$ cat src/rtl/param_alu_seq_pkg.sv
// Shared types for the handshaked parametrised ALU.
// Opcode map, FSM states and the multicycle-op predicate.
package param_alu_seq_pkg;

  typedef enum logic [3:0] {
    OP_NOP      = 4'h0,
    OP_ABSDIFF  = 4'h1,
    OP_LSR1     = 4'h2,
    OP_ONELSL   = 4'h3,
    OP_ONELSLM1 = 4'h4,
    OP_ADDU     = 4'h5,
    OP_INCIFSET = 4'h6,
    OP_SETNEG   = 4'h7,
    OP_LSL1     = 4'h8,
    OP_MIN      = 4'h9,
    OP_DECSETZ  = 4'hA,
    OP_DECSET1  = 4'hB,
    OP_ADDU2    = 4'hC,
    OP_STRMATCH = 4'hD
  } op_e;

  typedef enum logic [1:0] {
    IDLE,
    MATCH,
    HOLD
  } state_e;

  function automatic logic is_multicycle(op_e op);
    return op == OP_STRMATCH;
  endfunction

endpackage

$ cat src/rtl/param_alu_seq_if.sv
// Decode-side and writeback-side handshake bundle of the ALU.
// master drives operations and out_ready; slave is the ALU.
interface param_alu_seq_if #(
  parameter int WIDTH = 8
);
  import param_alu_seq_pkg::*;

  logic             in_valid;
  logic             in_ready;
  op_e              op;
  logic [WIDTH-1:0] a;
  logic [WIDTH-1:0] b;
  logic             out_valid;
  logic             out_ready;
  logic [WIDTH-1:0] result;
  logic             flag_o;
  logic             illegal_o;

  modport master (
    output in_valid, op, a, b, out_ready,
    input  in_ready, out_valid, result,
    input  flag_o, illegal_o
  );

  modport slave (
    input  in_valid, op, a, b, out_ready,
    output in_ready, out_valid, result,
    output flag_o, illegal_o
  );

endinterface

$ cat src/rtl/param_alu_seq_palu_comb.sv
// Next result/flag for every single-cycle op of the ALU.
// PALU_ILLEGAL_TRAP_EN: opcodes 4'hE/4'hF yield 0 and raise ill_o.
module palu_comb
  import param_alu_seq_pkg::*;
#(
  parameter int WIDTH = 8
) (
  input  op_e              op_i,
  input  logic [WIDTH-1:0] a_i,
  input  logic [WIDTH-1:0] b_i,
  input  logic             flag_i,
  output logic [WIDTH-1:0] res_o,
  output logic             flag_o,
  output logic             ill_o
);

  localparam logic [WIDTH-1:0] ONES = '1;

  logic [WIDTH:0]   sum_ab;
  logic [WIDTH:0]   sum_a2;
  logic [WIDTH-1:0] dec;
  logic [WIDTH-1:0] one_sh;
  logic             big_b;

  assign sum_ab = {1'b0, a_i} + {1'b0, b_i};
  assign sum_a2 = {1'b0, a_i} + (WIDTH+1)'(2);
  assign dec    = a_i - WIDTH'(1);
  assign big_b  = b_i >= WIDTH'(WIDTH);
  assign one_sh = big_b ? '0 : (WIDTH'(1) << b_i);

  always_comb begin
    res_o  = a_i;
    flag_o = flag_i;
    ill_o  = 1'b0;
    unique case (op_i)
      OP_NOP: ;
      OP_ABSDIFF:
        res_o = (a_i > b_i) ? a_i - b_i
                            : b_i - a_i;
      OP_LSR1: begin
        res_o  = a_i >> 1;
        flag_o = a_i[0];
      end
      OP_ONELSL:
        res_o = one_sh;
      OP_ONELSLM1:
        res_o = big_b ? ONES
                      : one_sh - WIDTH'(1);
      OP_ADDU: begin
        res_o  = sum_ab[WIDTH-1:0];
        flag_o = sum_ab[WIDTH];
      end
      OP_INCIFSET:
        res_o = a_i + WIDTH'(flag_i);
      OP_SETNEG:
        flag_o = a_i[WIDTH-1];
      OP_LSL1: begin
        res_o  = a_i << 1;
        flag_o = a_i[WIDTH-1];
      end
      OP_MIN:
        res_o = (a_i < b_i) ? a_i : b_i;
      OP_DECSETZ: begin
        res_o  = dec;
        flag_o = dec == '0;
      end
      OP_DECSET1: begin
        res_o  = dec;
        flag_o = dec == WIDTH'(1);
      end
      OP_ADDU2: begin
        res_o  = sum_a2[WIDTH-1:0];
        flag_o = sum_a2[WIDTH];
      end
      // strMatch is sequenced by the top
      OP_STRMATCH: ;
      default: begin
`ifdef PALU_ILLEGAL_TRAP_EN
        res_o = '0;
        ill_o = 1'b1;
`endif
      end
    endcase
  end

endmodule

$ cat src/rtl/param_alu_seq.sv
// Handshaked ALU: FSM, strMatch window scanner, result and sticky flag.
// PALU_ILLEGAL_TRAP_EN enables the illegal-opcode trap in palu_comb.
module param_alu_seq
  import param_alu_seq_pkg::*;
#(
  parameter int WIDTH = 8,
  parameter int PAT_W = 4
) (
  input logic              clk,
  input logic              rst_n,
  param_alu_seq_if.slave   bus
);

  localparam int NWIN = WIDTH - PAT_W + 1;
  localparam int IW   = $clog2(NWIN + 1);
  localparam int CW   = $clog2(WIDTH + 1);
  localparam logic [IW-1:0] LAST = IW'(NWIN - 1);

  state_e           st_q, st_d;
  logic [WIDTH-1:0] res_q, res_d;
  logic             flag_q, flag_d;
  logic             ill_q, ill_d;
  logic [WIDTH-1:0] win_q, win_d;
  logic [PAT_W-1:0] pat_q, pat_d;
  logic [IW-1:0]    idx_q, idx_d;
  logic [CW-1:0]    cnt_q, cnt_d;

  logic [WIDTH-1:0] c_res;
  logic             c_flag;
  logic             c_ill;
  logic             rdy;
  logic             acc;
  logic             hit;
  logic [CW-1:0]    cnt_nx;

  palu_comb #(
    .WIDTH (WIDTH)
  ) u_comb (
    .op_i   (bus.op),
    .a_i    (bus.a),
    .b_i    (bus.b),
    .flag_i (flag_q),
    .res_o  (c_res),
    .flag_o (c_flag),
    .ill_o  (c_ill)
  );

  assign rdy = rst_n & ((st_q == IDLE) |
               ((st_q == HOLD) & bus.out_ready));
  assign acc = bus.in_valid & rdy;

  // window shifts right so its low bits are the current window
  assign hit    = win_q[PAT_W-1:0] == pat_q;
  assign cnt_nx = cnt_q + CW'(hit);

  always_comb begin
    st_d   = st_q;
    res_d  = res_q;
    flag_d = flag_q;
    ill_d  = ill_q;
    win_d  = win_q;
    pat_d  = pat_q;
    idx_d  = idx_q;
    cnt_d  = cnt_q;
    unique case (1'b1)
      st_q == MATCH: begin
        win_d = win_q >> 1;
        idx_d = idx_q + IW'(1);
        cnt_d = cnt_nx;
        if (idx_q == LAST) begin
          st_d  = HOLD;
          res_d = WIDTH'(cnt_nx);
          ill_d = 1'b0;
        end
      end
      (st_q == HOLD) && !bus.out_ready: ;
      default: begin
        st_d = IDLE;
        if (acc) begin
          if (is_multicycle(bus.op)) begin
            st_d  = MATCH;
            win_d = bus.a;
            pat_d = bus.b[PAT_W-1:0];
            idx_d = '0;
            cnt_d = '0;
          end else begin
            st_d   = HOLD;
            res_d  = c_res;
            flag_d = c_flag;
            ill_d  = c_ill;
          end
        end
      end
    endcase
  end

  always_ff @(posedge clk or negedge rst_n) begin
    if (!rst_n) begin
      st_q   <= IDLE;
      res_q  <= '0;
      flag_q <= 1'b0;
      ill_q  <= 1'b0;
      win_q  <= '0;
      pat_q  <= '0;
      idx_q  <= '0;
      cnt_q  <= '0;
    end else begin
      st_q   <= st_d;
      res_q  <= res_d;
      flag_q <= flag_d;
      ill_q  <= ill_d;
      win_q  <= win_d;
      pat_q  <= pat_d;
      idx_q  <= idx_d;
      cnt_q  <= cnt_d;
    end
  end

  assign bus.in_ready  = rdy;
  assign bus.out_valid = st_q == HOLD;
  assign bus.result    = res_q;
  assign bus.flag_o    = flag_q;
  assign bus.illegal_o = ill_q;

endmodule

$ cat src/flat_wrapper.sv
// flat-port wrapper written by rule: the top's interface ports become plain ports
module param_alu_seq_flat import param_alu_seq_pkg::*;
#(
  parameter int WIDTH = 8,
  parameter int PAT_W = 4
)
  (clk, rst_n, bus_in_valid, bus_op, bus_a, bus_b, bus_out_ready, bus_in_ready, bus_out_valid, bus_result, bus_flag_o, bus_illegal_o);
  param_alu_seq_if #(.WIDTH(WIDTH)) bus_i ();
  input logic clk;
  input logic rst_n;
  input wire logic [$bits(bus_i.in_valid)-1:0] bus_in_valid;
  input wire logic [$bits(bus_i.op)-1:0] bus_op;
  input wire logic [$bits(bus_i.a)-1:0] bus_a;
  input wire logic [$bits(bus_i.b)-1:0] bus_b;
  input wire logic [$bits(bus_i.out_ready)-1:0] bus_out_ready;
  output wire logic [$bits(bus_i.in_ready)-1:0] bus_in_ready;
  output wire logic [$bits(bus_i.out_valid)-1:0] bus_out_valid;
  output wire logic [$bits(bus_i.result)-1:0] bus_result;
  output wire logic [$bits(bus_i.flag_o)-1:0] bus_flag_o;
  output wire logic [$bits(bus_i.illegal_o)-1:0] bus_illegal_o;
  assign bus_i.in_valid = bus_in_valid;
  assign bus_i.op = bus_op;
  assign bus_i.a = bus_a;
  assign bus_i.b = bus_b;
  assign bus_i.out_ready = bus_out_ready;
  assign bus_in_ready = bus_i.in_ready;
  assign bus_out_valid = bus_i.out_valid;
  assign bus_result = bus_i.result;
  assign bus_flag_o = bus_i.flag_o;
  assign bus_illegal_o = bus_i.illegal_o;
  param_alu_seq #(.WIDTH(WIDTH), .PAT_W(PAT_W)) u_core (.clk(clk), .rst_n(rst_n), .bus(bus_i));
endmodule
$ cat config.mk
export PLATFORM = sky130hd
export DESIGN_NAME = param_alu_seq_flat
export DESIGN_NICKNAME = d
export VERILOG_FILES = /design/src/rtl/param_alu_seq_pkg.sv /design/src/rtl/param_alu_seq_if.sv /design/src/rtl/param_alu_seq_palu_comb.sv /design/src/rtl/param_alu_seq.sv /design/src/flat_wrapper.sv
export SDC_FILE = /design/constraint.sdc
export NUM_CORES = 1
export LEC_CHECK = 0
export ABC_CLOCK_PERIOD_IN_PS = 4990
export CAP_MARGIN = 20
export CORE_MARGIN = 4
export CORE_UTILIZATION = 30
export DETAILED_ROUTE_END_ITERATION = 10
export HOLD_SLACK_MARGIN = 0.1
export PLACE_DENSITY = 0.57
export SLEW_MARGIN = 40
export SYNTH_ARGS = -nofsm -noshare
export SYNTH_HDL_FRONTEND = slang
export SYNTH_SLANG_ARGS = --single-unit
$ cat constraint.sdc
create_clock -name clk -period 4.99 [get_ports clk]
set_clock_uncertainty 0.2 [all_clocks]
set_input_delay 0.998 -clock clk [delete_from_list [all_inputs] [get_ports clk]]
set_output_delay 0.998 -clock clk [all_outputs]
set_load 0.02 [all_outputs]
; Yosys cells after proc, flatten, opt, wreduce, memory -nomap -nowiden
; Index checks and enable logic that the tools add are counted.
[totals]
regBits = 31
inputBits = 24
output_inout_bits = 12
elab_cells = 90
[classes]
addsub = 9
order_cmp = 3
eq_ne = 20
n_shift = 1
n_mux = 27
bitwise_logic = 7
reduce_logical = 15
[ops]
columns = operator, n
row1 = $pmux W8 S10, 1
row2 = $mux W8, 9
row3 = $pmux W8 S2, 2
row4 = $eq A4 B4 Y1 const B, 6
row5 = $eq A4 B3 Y1 const B, 4
row6 = $sub A8 B1 Y8 const B, 2
row7 = $sub A8 B8 Y8, 2
row8 = $add A8 B2 Y9 const B, 1
row9 = $add A8 B8 Y9, 1
row10 = $add A8 B1 Y8, 1
row11 = $eq A4 B2 Y1 const B, 2
row12 = $eq A8 B1 Y1 const B, 1
row13 = $ge A8 B4 Y1 const B, 1
row14 = $gt A8 B8 Y1, 1
row15 = $logic_not A8 Y1, 1
row16 = $lt A8 B8 Y1, 1
row17 = $mux W4, 2
row18 = $pmux W4 S2, 1
row19 = $reduce_and A4 Y1, 2
row20 = $shl A1 B8 Y8 const A, 1
row21 = $mux W2, 3
row22 = $mux W3, 2
row23 = $pmux W1 S6, 1
row24 = $pmux W3 S2, 1
row25 = other kinds (23), 33

; Logic depth before layout (Yosys ltp)
; Gate-level depths: netlist of run 1.
[depth]
depth_word = 8
mapped_depth = 13
mapped_depth_nobuf = 11

; Hierarchy
; Synthesis of run 1 repeated with hierarchy kept, for this count alone.
[unflattened]
cells_unflattened = 523
hier_area_um2 = 4062.6
[by_module_without_submodules]
columns = module, instances, cells_per_inst, area_per_inst_um2, seq_area_each_um2
row1 = palu_comb, 1, 383, 2585.0, 0.0
row2 = param_alu_seq, 1, 140, 1477.7, 775.7

; Worst setup path after synthesis of run 1
; OpenSTA, ideal clock, no wires.
[synth_path]
kind = in2reg
from = in bus_b[1]
to = reg u_core.res_q[1], in the netlist u_core.bus.result[1]
setup_time_ns = 0.121
t_arrival_ns = 3.512
t_required_ns = 4.669
setup_slack_ns = 1.157
cell_stages = 10
n_path_buf = 1
cell_sequence = clkbuf_1 clkinv_1 fa_1 a21oi_1 o21ai_2 o21ai_2 mux2_2 a2111oi_0 a21oi_1 o22a_1
[synth_via]
elab_chain_cells = 8
word_cells_on_any_way = 16
cone_classes = 4 x add/sub / 3 x order compare / 1 x shift / 8 x mux
[synth_lines]
columns = element, line_no
row1 = from (decl), flat_wrapper.sv:14  ; input wire logic [$bits(bus_i.b)-1:0] bus_b;
row2 = $ge A8 B4 Y1 / $shl A1 B8 Y8 (equally long branches), "param_alu_seq_palu_comb.sv:28, param_alu_seq_palu_comb.sv:29"
row3 = $mux W8, param_alu_seq_palu_comb.sv:29  ; assign one_sh = big_b ? '0 : (WIDTH'(1) << b_i);
row4 = $sub A8 B1 Y8, param_alu_seq_palu_comb.sv:48  ; : one_sh - WIDTH'(1);
row5 = $mux W8, param_alu_seq_palu_comb.sv:47  ; res_o = big_b ? ONES
row6 = $pmux W8 S10 (*), param_alu_seq_palu_comb.sv:35  ; unique case (op_i)
row7 = $mux W8 (*), param_alu_seq.sv:80  ; if (is_multicycle(bus.op)) begin
row8 = $mux W8 (*), param_alu_seq.sv:79  ; if (acc) begin
row9 = $pmux W8 S2 (*), param_alu_seq.sv:65  ; unique case (1'b1)
row10 = to (signal assigned), param_alu_seq.sv:109  ; res_q <= res_d;
row11 = to (decl), param_alu_seq.sv:20  ; logic [WIDTH-1:0] res_q, res_d;
; Every way passes the cells marked *; elsewhere a longest branch is shown, timed or not. The select of a mux whose other input is x is not followed.
; A chain may end at the register's enable or synchronous reset.

; Final worst setup path of run 1
[layout_path]
from = in bus_a[0]
to = reg u_core.res_q[1], in the netlist u_core.bus.result[1]
[layout_via]
elab_chain_cells = 6
word_cells_on_any_way = 14
cone_classes = 6 x add/sub / 2 x order compare / 6 x mux
[layout_lines]
columns = element, line_no
row1 = from (decl), flat_wrapper.sv:13  ; input wire logic [$bits(bus_i.a)-1:0] bus_a;
row2 = $sub A8 B8 Y8 (tied with other cells), param_alu_seq_palu_comb.sv:39  ; : b_i - a_i;
row3 = $mux W8 (on tied branches), "param_alu_seq_palu_comb.sv:38, param_alu_seq_palu_comb.sv:62"
row4 = $pmux W8 S10 (*), param_alu_seq_palu_comb.sv:35
row5 = $mux W8 (*), param_alu_seq.sv:80
row6 = $mux W8 (*), param_alu_seq.sv:79
row7 = $pmux W8 S2 (*), param_alu_seq.sv:65
; Marked as above.

==> reports/qor.yml, run 1 <==
status: "completed"
synth_edf_count: 0
reg2reg_slack_ps: 2120
hpwl_microns: 11300
r2r-end: "u_core.bus.result[6]"
rows: 41
setup-tns-final_ps: 0
timing.critical_path.from: "bus_a[0]"
first_iter_violations: 466
yosysSeqAreaShare_pct: 19.0
die_w_microns: 123
cts-resized-gates: 0
min_period_ps: 4220
detailedPlace.worstSlack_ps: 572
r2r_start: "u_core.st_q[0]"
grt_max_degree: 31
max_cap_viol_count: 0
drt_wl_total_microns: 14200
fmax_mhz: 237
yosysWarnings: 0
ant_nets: 0
layout.nets: 629
synthCells: 535
ff2ff_path_depth: 7
io_buffers: 34
cts_max_level: 2
cp_max_fo: 5
netlist_area_sq_mm: 0.00396
area_growth_pct: 18.4
design_area_sq_mm: 0.00468
num_vias: 4242
cts_root_buf: "clkbuf_16"
drc: 0
place_congestion: 0.959
antenna_found_initial: 0
clkTransAtPathRegs_ps: 50
yosys.area.top_type_share_pct: 19.0
power.total_mw: 1.22
post_cts_buffers: 0
fin_util_pct: 36.7
synth_cell_types: 65
hold_violations: 0
grt_pass1_vias: 3968
arrival_ps: 4180
insertion_delay_ps: 280
crit_required_ps: 4950
hold_buffers: 0
num_io_pins: 36
grt_pass1_wl_microns: 22200
holdWs_ps: 297
synthArstFlopShare_pct: 100
grt_util_all_layers_pct: 18.9
peakVddDrop_uv: 144
hold_depth: 1
diodes: 0
post-route-period-util_pct: 84.5
hp-class: "reg2reg"
worst_pin_slew_ps: 896
die_area_sq_mm: 0.0151
vias_per_cell: 5.74
slew_viol_final: 0
critPathKind: "in2reg"
dp.cells: 731
firstDrtPassIters: 5
gr-total-overflow: 0
start_util_pct: 31.0
netlist_top_cells_area: "dfrtp_1 (19%), ha_1 (11%), o21ai_0 (5.8%)"
synth_area_per_cell_sq_um: 7.40
endpoint_kind: "flop"
cts_buffers: 5
wl_per_cell_microns: 19.2
min_to: "u_core.cnt_q[3]"
power_density_mw_per_mm2: 261
hp-start: "u_core.cnt_q[3]"
fin_cells: 739
cts_buffer_depth: 2
drive_above_1_share_pct: 8.29
relSlewSlack_pct: 39.8
cts_tree: "yes"
ys_seq_elements: 30
synth_top_area_cell: "dfrtp_1"
coreArea_sq_mm: 0.0128
cts.sinks: 30
setup_slack_ps: 771
postPlaceCellArea_sq_mm: 0.00453
synth_ff_type: "dfrtp_1"
crit_path_start_kind: "primary input"
p_leak_nw: 1.97
synth_nets: 598
rsz0062_at_grt: "false"
setup_viol: 0
fp.dieH_microns: 123
-- synthesized netlist by cell type (7+ instances only) --
| master | count |
|---|---|
| mux2i_1 | 12 |
| nor2b_1 | 10 |
| inv_1 | 30 |
| and3_1 | 8 |
| nand4_1 | 7 |
| buf_2 | 7 |
| nor2_1 | 55 |
| nand3_1 | 18 |
| nor3_1 | 13 |
| ha_1 | 36 |
| o31ai_1 | 8 |
| o22ai_1 | 11 |
| a21oi_1 | 31 |
| mux2_2 | 7 |
| xnor2_1 | 12 |
| a31oi_1 | 8 |
| nand2b_1 | 11 |
| o21ai_0 | 46 |
| nand2_1 | 49 |
| xor2_1 | 9 |
| dfrtp_1 | 30 |
| clkbuf_1 | 18 |
-- worst max-delay path, cell delays in order --
cell,delay (ps)
clkdlybuf4s50_1,420
inv_1,160
ha_1,200
inv_1,50
fa_1,380
a21oi_1,230
o21ai_2,130
o21ai_2,310
mux2_2,390
a2111oi_0,540
a21oi_1,170
o22a_1,200
-- how the worst max path moves through the flow --
stage                     slack [ps]  cells after the start              endpoint
final                            770                     12  u_core.bus.result[1]
after global routing             680                     10  u_core.bus.result[1]
after detailed placement         570                     12  u_core.bus.result[1]
after global placement           640                     12  u_core.bus.result[1]
after floorplan                 1160                     10  u_core.bus.result[1]
after CTS                        820                     12  u_core.bus.result[1]
-- layout by cell type (no fill, tap or decap), types with 8 or more instances in the layout --
master	count
nor2_1	55
nand2_1	49
o21ai_0	46
ha_1	36
clkdlybuf4s50_1	34
a21oi_1	31
inv_1	30
dfrtp_1	30
buf_4	24
nand3_1	18
nor3_1	13
xnor2_1	12
mux2i_1	12
nand2b_1	11
o22ai_1	11
xor2_1	9
nor2b_1	9
and3_1	8
o31ai_1	8
a31oi_1	8
-- logic make-up after synthesis --
logic type / count (synthesis) / synth area share (%)
simple gates: 194 / 23.9
compound gates: 165 / 27.4
buf+inv: 66 / 7.05
fa+ha+maj: 39 / 12.9
flops: 30 / 19.0
xor+xnor: 21 / 4.65
mux: 19 / 5.03
other cells: 1 / 0.0948
-- area by class of cell --
| cell class | count | area, sq um |
|---|---|---|
| inverters | 32 | 120 |
| clock inverters | 1 | 5.00 |
| multi-input cells | 439 | 2930 |
| clock buffers | 7 | 143 |
| well taps | 172 | 215 |
| flip-flops and latches | 30 | 751 |
| fillers | 1347 | 8090 |
| repair buffers | 58 | 520 |
-- registers in the layout (all words and copies together) (netlist names) --
register / count
u_core.st_q: 2
u_core.cnt_q: 4
u_core.pat_q: 4
u_core.idx_q: 3
u_core.bus.result: 8
u_core.bus.flag_o: 1
u_core.win_q: 8
-- metal layers --
layer	part of all wire, %	track usage (%)	wire, microns	vias up
met1	46	28.2	6540	1976
met4	2.8	6.37	403	0
met5	0	0	0	-
met3	7.4	1.61	1040	33
met2	44	28.5	6200	229
li1	-	-	-	2004
-- report_power, final --
part | internal [mW] | switching [mW]
Combinational | 0.228 | 0.305
Sequential | 0.324 | 0.0632
Clock | 0.197 | 0.105
No activity file was read; power rests on OpenSTA's default activity.
==> run 2, diff against run 1 <==
--- a/config.mk
+++ b/config.mk
@@ -5,13 +5,13 @@
 export SDC_FILE = /design/constraint.sdc
 export NUM_CORES = 1
 export LEC_CHECK = 0
-export ABC_CLOCK_PERIOD_IN_PS = 4990
+export ABC_CLOCK_PERIOD_IN_PS = 3600
 export CAP_MARGIN = 20
 export CORE_MARGIN = 4
 export CORE_UTILIZATION = 30
 export DETAILED_ROUTE_END_ITERATION = 10
 export HOLD_SLACK_MARGIN = 0.1
-export PLACE_DENSITY = 0.57
+export PLACE_DENSITY = 0.59
 export SLEW_MARGIN = 40
 export SYNTH_ARGS = -nofsm -noshare
 export SYNTH_HDL_FRONTEND = slang
==> constraint.sdc (replaced) <==
create_clock -name clk -period 3.6 [get_ports clk]
set_clock_uncertainty 0.2 [all_clocks]
set_input_delay 0.72 -clock clk [delete_from_list [all_inputs] [get_ports clk]]
set_output_delay 0.72 -clock clk [all_outputs]
set_load 0.02 [all_outputs]
==> run 2 against run 1 <==
Net effect: combinational power is 56% higher; total power is 46% higher; count of clock-buffer cells in the layout stayed put; global-route usage is 1.1 points higher; first-iteration DRC count is 9.2% higher; worst hold slack worse by 7.3 ps; worst setup slack worse by 650 ps; cell area is 12% higher; critical path depth stayed put; critical path type unchanged; largest cell class unchanged.
==> reports/qor.yml, run 2 (synthesis results as in run 1) <==
status: "completed"
critPathBufInv: 1  # -2
cts_tree: "yes"
crit_path_start_kind: "primary input"
worst_path_max_delay_cell: "clkdlybuf4s50_1"
power_frac_seq_pct: 30.2  # -1.5 points
detailedPlace.worstSlack_ps: -500  # -1070 ps
fin_util_pct: 41.2  # +4.5 points
antenna_found_initial: 0  # unchanged
wl_per_cell_microns: 18.6  # -3.0%
fmax_mhz: 287
relSlewSlack_pct: 50.9  # +11 points
layout.nets: 695  # +10%
cts_root_buf: "clkbuf_16"
crit_chain: "clkdlybuf4s50_1 -> nor3_2 -> and3_1 -> nand3_1 -> ha_1 -> and2_1 -> o21ai_0 -> a31o_2 -> nand3_1 -> a211o_1 -> a221oi_1 -> o31ai_1"
place_congestion: 0.950  # -0.88%
final_common_cell: "buf_4"
setup-tns-final_ps: 0  # unchanged
p_leak_nw: 2.32  # +17%
io_buffers: 34  # unchanged
route.met2.wl_microns: 6760  # +9.2%
m1WireLength_microns: 6690  # +2.3%
grt_util_all_layers_pct: 20.1  # +1.1 points
drc: 0  # unchanged
die_w_microns: 123  # unchanged
holdWs_ps: 290  # -7.30 ps
peakVddDrop_uv: 188  # +30%
grt_pass1_wl_microns: 23700  # +6.6%
layout.cells.most_common_list: "buf_4 (88), nor2_1 (55), nand2_1 (49)"
die_area_sq_mm: 0.0151  # unchanged
start_util_pct: 31.0  # unchanged
power_density_mw_per_mm2: 340  # +30%
highest_layer: "met4"
gr-total-overflow: 0  # unchanged
coreArea_sq_mm: 0.0128  # unchanged
max_cap_viol_count: 0  # unchanged
slowest_delay_ps: 480  # -60 ps
num_vias: 4458  # +5.1%
grt_max_degree: 37  # +19%
cts.sinks: 30  # unchanged
drive_above_1_share_pct: 19.4  # +11 points
critPathKind: "in2reg"
clockPowerShare_pct: 23.3  # -1.5 points
post-route-period-util_pct: 96.7
arrival_ps: 3430  # -750 ps
setup_slack_ps: 119  # -652 ps
clkTransAtPathRegs_ps: 50  # about the same
fp.dieH_microns: 123  # unchanged
rsz0062_at_grt: "true"
first_iter_violations: 509  # +9.2%
hold_violations: 0  # unchanged
setup_viol: 0  # unchanged
hold_buffers: 0  # unchanged
insertion_delay_ps: 270  # about the same
vias_per_cell: 5.54  # -3.5%
rows: 41  # unchanged
dr_wl_met3_microns: 1120  # +6.8%
slew_viol_final: 0  # unchanged
combPwrFrac_pct: 46.5  # +2.9 points
ant_nets: 0  # unchanged
firstDrtPassIters: 5  # unchanged
hpwl_microns: 12000  # +6.5%
path_common_cell: "nand3_1"
worst_pin_slew_ps: 737  # -160 ps
dp.cells: 795  # +8.8%
cts_buffers: 5  # unchanged
p_sw_uw: 681  # +44%
min_period_ps: 3480
area_growth_pct: 32.9
internal_power_mw: 1.11  # +48%
diodes: 0  # unchanged
design_area_sq_mm: 0.00526  # +12%
crit_required_ps: 3550  # -1400 ps
reg2reg_slack_ps: 690  # -1430 ps
cts_max_level: 2  # unchanged
power.total_mw: 1.79  # +46%
hp-class: "reg2reg"
num_io_pins: 36  # unchanged
swShare_pct: 38.1  # -0.63 points
endpoint_kind: "flop"
fin_cells: 805  # +8.9%
drt_wl_total_microns: 15000  # +5.6%
cp_max_fo: 4  # -1
cts_buffer_depth: 2  # unchanged
path_delay_family: "compound AO/OA/AOI/OAI gates"
postPlaceCellArea_sq_mm: 0.00504  # +11%
grt_pass1_vias: 4362  # +9.9%
[run 2: changes by cell type in the layout (fill, tap and decap cells not counted), moves of 2 or more]
cell / before / now
a21oi_2: 0 / 3
buf_4: 24 / 88
a21oi_1: 31 / 28
a2111oi_0: 3 / 1
buf_12: 0 / 2
[run 2: worst paths after layout]
kind	start	to	depth (start not counted)
max	bus_b[7]	u_core.bus.result[4]	12
min	u_core.bus.result[4]	u_core.bus.result[4]	2
max reg2reg	u_core.win_q[1]	u_core.bus.result[3]	11
min reg2reg	u_core.bus.result[4]	u_core.bus.result[4]	2
max in group asynchronous	rst_n	u_core.idx_q[1]	2
min in group asynchronous	rst_n	u_core.win_q[5]	2
[run 2: per-layer routing]
metal | track usage, % | vias to the layer above
li1 | - | 2138
met1 | 28.1 | 2076
met2 | 32.0 | 212
met3 | 3.18 | 32
met4 | 5.46 | 0
met5 | 0 | -
[run 2: worst reg2reg max path: cells and delay by family, from the launching register on]
family / cells / cell delay (ps)
XOR/XNOR: 2 / 540
AO/OA/AOI/OAI: 5 / 800
adder cells (fa/ha/maj): 1 / 250
flip-flops: 1 / 410
AND/OR/NAND/NOR: 2 / 430
buffers and inverters: 1 / 170
[run 2: final cells by class]
| cell class | count | area [sq um] |
|---|---|---|
| Fill cell | 1295 | 7510 |
| Timing Repair Buffer | 124 | 1040 |
| Clock inverter | 1 | 5.00 |
| Tap cell | 172 | 215 |
| Inverter | 32 | 120 |
| Clock buffer | 7 | 143 |
| Multi-Input combinational cell | 439 | 2990 |
| Sequential cell | 30 | 751 |
[run 2: repair_timing]
item	in CTS	in global routing
endpoints found under the hold margin	0	0
gates resized for setup	3	12
endpoints found under the setup margin	1	8
pin swaps	0	4
buffers inserted	0	2
[run 2: power groups by stage]
| stage | clock network [mW] | registers [mW] | logic, mW |
|---|---|---|---|
| floorplan | 0 | 0.548 | 0.444 |
| global placement | 0 | 0.535 | 0.788 |
| detailed placement | 0 | 0.542 | 0.803 |
| CTS | 0.420 | 0.538 | 0.811 |
| global route | 0.441 | 0.553 | 0.909 |
| finish | 0.417 | 0.539 | 0.831 |
==> run 3, diff against run 2 <==
--- a/config.mk
+++ b/config.mk
@@ -8,10 +8,10 @@
 export ABC_CLOCK_PERIOD_IN_PS = 3600
 export CAP_MARGIN = 20
 export CORE_MARGIN = 4
-export CORE_UTILIZATION = 30
+export CORE_UTILIZATION = 40
 export DETAILED_ROUTE_END_ITERATION = 10
 export HOLD_SLACK_MARGIN = 0.1
-export PLACE_DENSITY = 0.59
+export PLACE_DENSITY = 0.71
 export SLEW_MARGIN = 40
 export SYNTH_ARGS = -nofsm -noshare
 export SYNTH_HDL_FRONTEND = slang
==> run 3 against run 2 <==
Net effect: maximum frequency rose by 0.21%; sequential share of layout area increased by 0.63 points; cell area is 4.2% lower; via count up 1.9%; die area is 23% lower; global-route usage increased by 4.8 points; register-to-register slack improved by 120 ps; total power decreased by 5.6%; clock power down 17%; non-clock buffer count down 9; first-iteration DRC count up 2.0%; largest cell class unchanged; largest power group unchanged.
==> reports/qor.yml, run 3 (synthesis results as in run 1) <==
timing.critical_path.from: "bus_b[5]"
gr-total-overflow: 0  # unchanged
layout.cells.most_common_list: "buf_4 (81), nor2_1 (55), nand2_1 (49)"
post-route-period-util_pct: 96.5  # -0.20 points
cts_root_buf: "clkbuf_8"
place_congestion: 1.01  # +6.1%
drt_wl_total_microns: 14400  # -4.0%
cts_tree: "yes"
r2r-end: "u_core.bus.result[3]"
worstSetupEndpoint: "u_core.bus.result[7]"
hpwl_microns: 11400  # -5.6%
setup_viol: 0  # unchanged
slew_viol_final: 0  # unchanged
ff2ff_path_depth: 10  # -1
cts_buffer_depth: 2  # unchanged
final_common_cell: "buf_4"
wl_per_cell_microns: 19.0  # +2.1%
setup-tns-final_ps: 0  # unchanged
p_leak_nw: 2.23  # -3.6%
cp_max_fo: 4  # unchanged
r2r_start: "u_core.pat_q[1]"
crit_path_start_kind: "primary input"
detailedPlace.worstSlack_ps: -243  # +258 ps
grt_util_all_layers_pct: 24.9  # +4.8 points
num_vias: 4543  # +1.9%
crit_chain: "clkdlybuf4s50_1 -> inv_1 -> ha_1 -> buf_4 -> a21oi_1 -> o21bai_1 -> o21ai_2 -> buf_4 -> mux2_2 -> o221ai_2 -> mux2_2 -> a31oi_1"
fmax_mhz: 288  # +0.21%
drive_above_1_share_pct: 17.1  # -2.3 points
critPathKind: "in2reg"
worst_pin_slew_ps: 683  # -53.7 ps
power_density_mw_per_mm2: 335  # -1.4%
antenna_found_initial: 0  # unchanged
cts.sinks: 30  # unchanged
peakVddDrop_uv: 203  # +7.6%
grt_pass1_wl_microns: 22500  # -5.0%
slowest_delay_ps: 500  # +20 ps
fin_util_pct: 52.0  # +11 points
reg2reg_slack_ps: 810  # +120 ps
arrival_ps: 3480  # +50 ps
ant_nets: 0  # unchanged
hold_buffers: 0  # unchanged
die_area_sq_mm: 0.0115  # -23%
layout.nets: 686  # -1.3%
postPlaceCellArea_sq_mm: 0.00491  # -2.7%
cts_buffers: 5  # unchanged
drc: 0  # unchanged
insertion_delay_ps: 280  # about the same
grt_pass1_vias: 4226  # -3.1%
power.total_mw: 1.69  # -5.6%
start_util_pct: 40.9  # +9.9 points
rows: 36  # -12%
path_delay_family: "compound AO/OA/AOI/OAI gates"
diodes: 0  # unchanged
endpoint_kind: "flop"
setup_slack_ps: 126  # +7.13 ps
worst-path-stages: 12  # unchanged
min_period_ps: 3470  # -7.13 ps
status: "completed"
design_area_sq_mm: 0.00504  # -4.2%
grt_max_degree: 31  # -16%
hp-class: "reg2reg"
max_cap_viol_count: 0  # unchanged
fp.dieH_microns: 107  # -13%
cts_max_level: 2  # unchanged
clkTransAtPathRegs_ps: 80  # +30 ps
hold_violations: 0  # unchanged
relSlewSlack_pct: 54.5  # +3.6 points
firstDrtPassIters: 5  # unchanged
vias_per_cell: 6.00  # +8.4%
io_buffers: 34  # unchanged
num_io_pins: 36  # unchanged
crit_required_ps: 3600  # +50 ps
area_growth_pct: 27.3
first_iter_violations: 519  # +2.0%
worst_path_max_delay_cell: "clkdlybuf4s50_1"
rsz0062_at_grt: "false"
coreArea_sq_mm: 0.00968  # -24%
critPathBufInv: 4  # +3
die_w_microns: 107  # -13%
run 3: changes by cell type in the layout (fill, tap and decap cells not counted), moves of 2 or more:
cell       change
buf_4          -7
clkbuf_8       +4
clkbuf_16      -5
buf_12         -2
run 3: metal layers:
| layer | vias to the layer above | routed length [microns] | part of all wire (%) | track usage [%] |
|---|---|---|---|---|
| li1 | 2115 | - | - | - |
| met1 | 2138 | 5990 | 42 | 34.7 |
| met2 | 256 | 6450 | 45 | 39.2 |
| met3 | 34 | 1480 | 10 | 4.26 |
| met4 | 0 | 454 | 3.2 | 7.66 |
| met5 | - | 0 | 0 | 0 |
run 3: per-stage QoR:
stage	hold slack, ps	cells
after global routing	318	757
after CTS	289	756
after global placement	275	748
after detailed placement	273	748
after floorplan	224	535
final	287	757
run 3: how the worst min path moves through the flow:
stage	cells after the start	startpoint	slack, ps	to
global placement	2	u_core.bus.result[4]	270	u_core.bus.result[4]
floorplan	0	rst_n	220	u_core.bus.flag_o
global route	1	u_core.cnt_q[0]	320	u_core.cnt_q[0]
CTS	2	u_core.bus.result[4]	290	u_core.bus.result[4]
detailed placement	2	u_core.bus.result[4]	270	u_core.bus.result[4]
finish	2	u_core.bus.result[4]	290	u_core.bus.result[4]
run 3: layout make-up:
| class | count | area, sq um |
|---|---|---|
| Multi-Input combinational cell | 439 | 2940 |
| Clock inverter | 3 | 40.0 |
| Tap cell | 133 | 166 |
| Inverter | 32 | 120 |
| Fill cell | 962 | 4650 |
| Clock buffer | 5 | 68.8 |
| Timing Repair Buffer | 115 | 948 |
| Sequential cell | 30 | 751 |
run 3: repair_timing:
item	4_1_cts	5_1_grt
endpoints found under the setup margin	0	6
resized for setup	0	7
setup buffers	0	1
run 3: worst register-to-register path, stage by stage (launching register included):
cell       delay (ps)
dfrtp_1           410
xor2_1            180
nor4_1            310
ha_1              230
nand3_1           100
xor2_1            350
o22ai_1           130
a21oi_1           180
o2111ai_1         170
a2111oi_1         340
a211oi_1           80
run 3: power breakdown:
part           switching [mW]  internal (mW)
Combinational           0.432          0.370
Sequential             0.0914          0.447
Clock                   0.143          0.204
Total                   0.665           1.02
